<file path="config.mk">
export PLATFORM = sky130hd
export DESIGN_NAME = mem_port_arbiter
export DESIGN_NICKNAME = d
export VERILOG_FILES = /design/src/rtl/mem_port_arbiter.sv
export SDC_FILE = /design/constraint.sdc
export NUM_CORES = 1
export LEC_CHECK = 0
export ABC_AREA = 1
export CAP_MARGIN = 20
export CORE_UTILIZATION = 45
export DETAILED_ROUTE_END_ITERATION = 16
export GPL_ROUTABILITY_DRIVEN = 0
export PLACE_DENSITY = 0.94
export RECOVER_POWER = 25
export SLEW_MARGIN = 20
export SYNTH_ARGS = -nofsm -noshare
export SYNTH_HDL_FRONTEND = slang
export SYNTH_SLANG_ARGS = --single-unit
</file>
<file path="constraint.sdc">
create_clock -name clk -period 3.5 [get_ports clk]
set_clock_uncertainty 0.15 [all_clocks]
set_input_delay 1.05 -clock clk [delete_from_list [all_inputs] [get_ports clk]]
set_output_delay 1.05 -clock clk [all_outputs]
set_load 0.02 [all_outputs]
</file>
<file path="src/rtl/mem_port_arbiter.sv">
// rtl/mem_port_arbiter.sv - round-robin arbiter sharing one memory port between fetch and data paths
// Registers the winner onto a valid/ready memory handshake, with a watchdog that aborts stalled accesses.
module mem_port_arbiter #(
    parameter int ADDR_W  = 32,
    parameter int DATA_W  = 32,
    parameter int TIMEOUT = 64
) (
    input  logic              clk,
    input  logic              reset,
    input  logic              if_req,
    input  logic [ADDR_W-1:0] if_addr,
    output logic              if_ack,
    output logic [DATA_W-1:0] if_rdata,
    input  logic              d_req,
    input  logic              d_we,
    input  logic [ADDR_W-1:0] d_addr,
    input  logic [DATA_W-1:0] d_wdata,
    output logic              d_ack,
    output logic [DATA_W-1:0] d_rdata,
    output logic              mem_valid,
    output logic              mem_we,
    output logic [ADDR_W-1:0] mem_addr,
    output logic [DATA_W-1:0] mem_wdata,
    input  logic              mem_ready,
    input  logic [DATA_W-1:0] mem_rdata,
    output logic              err,
    output logic              busy
);

    localparam int CNT_W = (TIMEOUT > 2) ? $clog2(TIMEOUT) : 1;
    localparam logic [CNT_W-1:0] CNT_MAX = CNT_W'(TIMEOUT - 1);

    typedef enum logic [1:0] {
        ST_IDLE,
        ST_ACCESS,
        ST_RESP
    } state_t;

    state_t            r_state;
    state_t            w_next;
    logic              r_owner;     // 0 = fetch, 1 = data
    logic              r_last;      // last granted requester, same encoding as r_owner
    logic              r_we;
    logic [ADDR_W-1:0] r_addr;
    logic [DATA_W-1:0] r_wdata;
    logic [DATA_W-1:0] r_if_rdata;
    logic [DATA_W-1:0] r_d_rdata;
    logic              r_err;
    logic [CNT_W-1:0]  r_cnt;

    logic w_any_req;
    logic w_pick_d;
    logic w_timeout;

    assign w_any_req = if_req | d_req;
    // On a tie the requester that did not win last time gets the port.
    assign w_pick_d  = d_req & (~if_req | ~r_last);
    assign w_timeout = (r_cnt == CNT_MAX);

    always_ff @(posedge clk) begin
        if (reset) begin
            r_state <= ST_IDLE;
        end else begin
            r_state <= w_next;
        end
    end

    always_comb begin
        w_next = r_state;
        case (r_state)
            ST_IDLE:   if (w_any_req) w_next = ST_ACCESS;
            ST_ACCESS: if (mem_ready || w_timeout) w_next = ST_RESP;
            ST_RESP:   w_next = ST_IDLE;
            default:   w_next = ST_IDLE;
        endcase
    end

    always_ff @(posedge clk) begin
        if (reset) begin
            r_owner    <= 1'b0;
            r_last     <= 1'b1;
            r_we       <= 1'b0;
            r_addr     <= '0;
            r_wdata    <= '0;
            r_if_rdata <= '0;
            r_d_rdata  <= '0;
            r_err      <= 1'b0;
            r_cnt      <= '0;
        end else begin
            case (r_state)
                ST_IDLE: begin
                    if (w_any_req) begin
                        r_owner <= w_pick_d;
                        r_last  <= w_pick_d;
                        r_addr  <= w_pick_d ? d_addr : if_addr;
                        r_we    <= w_pick_d & d_we;
                        r_wdata <= w_pick_d ? d_wdata : '0;
                        r_cnt   <= '0;
                    end
                end
                ST_ACCESS: begin
                    if (mem_ready) begin
                        r_err <= 1'b0;
                        if (r_owner) r_d_rdata  <= r_we ? '0 : mem_rdata;
                        else         r_if_rdata <= mem_rdata;
                    end else if (w_timeout) begin
                        r_err <= 1'b1;
                        if (r_owner) r_d_rdata  <= '0;
                        else         r_if_rdata <= '0;
                    end else begin
                        r_cnt <= r_cnt + 1'b1;
                    end
                end
                default: ;
            endcase
        end
    end

    assign mem_valid = (r_state == ST_ACCESS);
    assign mem_we    = r_we;
    assign mem_addr  = r_addr;
    assign mem_wdata = r_wdata;
    assign if_ack    = (r_state == ST_RESP) & ~r_owner;
    assign d_ack     = (r_state == ST_RESP) & r_owner;
    assign err       = (r_state == ST_RESP) & r_err;
    assign busy      = (r_state != ST_IDLE);
    assign if_rdata  = r_if_rdata;
    assign d_rdata   = r_d_rdata;

endmodule

</file>
==> results.ini <==
[grt]
grt_use_total_pct=27.03
grt_antenna_before_repair=0
overflow=0
maximum_number_of_pins_on_one_net_before_global_route_repair=70
first_pass_grt_wire_length_mm=28.09
first_global_vias=5817

[placed_design]
placed_cells_incl_taps=1248
post_dp_cell_area_um2=8605
io_buffer_count=267
place.detailed.hpwl_mm=13.29

[clocking]
cts_max_level=4
cts.path.max_buffers=2
cts.repair_timing.setup_buffer_count=0
worstSkewPairLatency_ns=0.41
cts_hold_repair.buffers=0
cts_tree=built
clkTransAtPathRegs_ns=0.05
clock_tree.root_cell=clkbuf_16
postCtsResizedCells=0
cts-buffers-inserted=17
tritoncts_num_sinks=140

[drt]
num_vias=6510
detailedRoute.firstPassIterationCount=6
drt-total-wl_mm=18.52
avgRoutedWirePerCell_um=14.49
antenna_left=0
remaining_drc_errors=0
detail_route.iter0.violations=834
route.detailed.vias_per_inst=5.094

[logic_synthesis]
count_of_distinct_cell_types_in_the_synthesized_netlist=24
synthesis.instances=858
post-synth-top-area-fraction_pct=47.62
mappedNetlistNets=993
syn-mean-instance-area_um2=6.860
synth_top_area_cell=dfxtp_1
synth_seq_area_share_pct=47.62
synth_register_bits=140
synth_area_leaders=dfxtp_1, nand2_1, nor2_1
yosys_warnings=0
netlist_area_um2=5886

[timing]
slew_viol_final=40
totalNegativeSetupSlack_ns=0
final_period_minus_worst_setup_slack_ns=3.084
setup_violations=0
post-route-period-util_pct=88.12
worst_pin_slew_ns=1.681
fmax_mhz=324.2
finalHoldViolCount=0
slew_headroom_pct=-12.08
grt_setup_unrepaired=no

[cells_and_area]
layout.core_utilization_pct=72.25
flow.area_growth_from_synthesis_pct=55.55
ff_latch_area_um2=2803
insertedDiodeCount=0
multi_input_area_um2=2653
mostFrequentLayoutCells=nand2_1, clkdlybuf4s50_1, nor2_1
nNetsFinal=1230
postLayoutCellArea_um2=9155
layout_commonest_cell=nand2_1
fillCellCount=965
post_route_cells_drive_above_1_share_pct=4.611
stdcell_count=1278

[run_status]
failed_checks=capacitance limit, slew limit
outcome=complete, but fails checks

[floorplanning]
core_area_um2=12670
effective_utilization_at_floorplan_pct=46.45
num_rows=41
io-pin-count=268
dieHeight_um=116.4
die_area_um2=13540
floorplan.die.width_um=116.4

[run]
maxCapViolCount=1

[worst_setup_path]
critical_path_class=input port to flop
critical_path.startpoint_type=input port
critical_path.endpoint_type=flop
arrival_ns=3.28
critical-path-max-stage-delay_ns=0.80
critical_path_required_ns=3.69
path_max_fanout=69
path_cells=clkdlybuf4s50_1 > inv_1 > clkbuf_4 > nand2_1 > nor2_1
slowest_stage=clkbuf_4

[power_and_ir_drop]
power_density_nw_per_um2=478.1
post_route_total_power_mw=4.377
leakagePower_nw=3.788
vdd.ir_drop.worst_uv=336.2

[hold_path]
worst_hold_path_type=flop to flop

through the flow:
step / setup WS (ns) / hold WS [ns]
global route: 0.2688 / 0.3296
detailed placement: 0.4977 / 0.3017
floorplan: 1.127 / 0.2787
global placement: 0.6181 / 0.2963
finish: 0.4157 / 0.3084
CTS: 0.5447 / 0.3095
Yosys cell counts (all sizes together):
cell type  number
ha              1
a31oi          32
o21bai          2
nor2          157
clkbuf         31
dfxtp         140
a21oi          38
buf            30
nand3          79
nand2         275
clkinv          1
o21ai          32
nand3b          1
nor3            1
inv            38
power by group:
group	leakage, nW	internal, mW	switching, mW
Clock	0.283	1.09	0.637
Combinational	2.36	0.410	0.476
Sequential	1.14	1.70	0.0574
Total	3.79	3.21	1.17
flip-flops by register name (all words and copies together), names as in the netlist:
signal and cells:
r_cnt 6, r_owner 1, mem_we 1, mem_wdata 32
r_last 1, mem_addr 32, r_err 1, if_rdata 32
r_state 2, d_rdata 32
worst paths after layout:
kind	endpoint	slack, ns	depth (start not counted)	start
hold reg to reg	mem_wdata[22]	0.31	2	mem_wdata[22]
setup / recovery	if_rdata[26]	0.42	5	reset
setup reg to reg	d_rdata[31]	1.33	9	r_cnt[0]
hold / removal	mem_wdata[22]	0.31	2	mem_wdata[22]
layer usage:
layer | wire, µm | GRT usage, % | vias up
met5 | 0 | 0 | -
met4 | 647 | 14.36 | 0
met3 | 1730 | 8.044 | 43
met2 | 9123 | 46.67 | 339
met1 | 7015 | 29.91 | 2932
li1 | - | - | 3196
kinds of logic after synthesis:
family | synth area share (%)
compound gates | 9.609
flops | 47.62
buf+inv | 7.441
simple gates | 35.12
fa+ha+maj | 0.2126
worst max-delay path, delay by kind of cell:
kind	cells	cell delay (ns)
buffers and inverters	3	1.84
and+or+nand+nor	2	0.36
cell type report:
type	instances	area share (%)
flip-flops and latches	140	30.61
repair buffers	279	30.22
multi-input cells	618	28.97
clock buffers	23	5.221
well taps	172	2.351
inverters	39	1.654
clock inverters	7	0.9703
(Power assumes the default switching activity.)
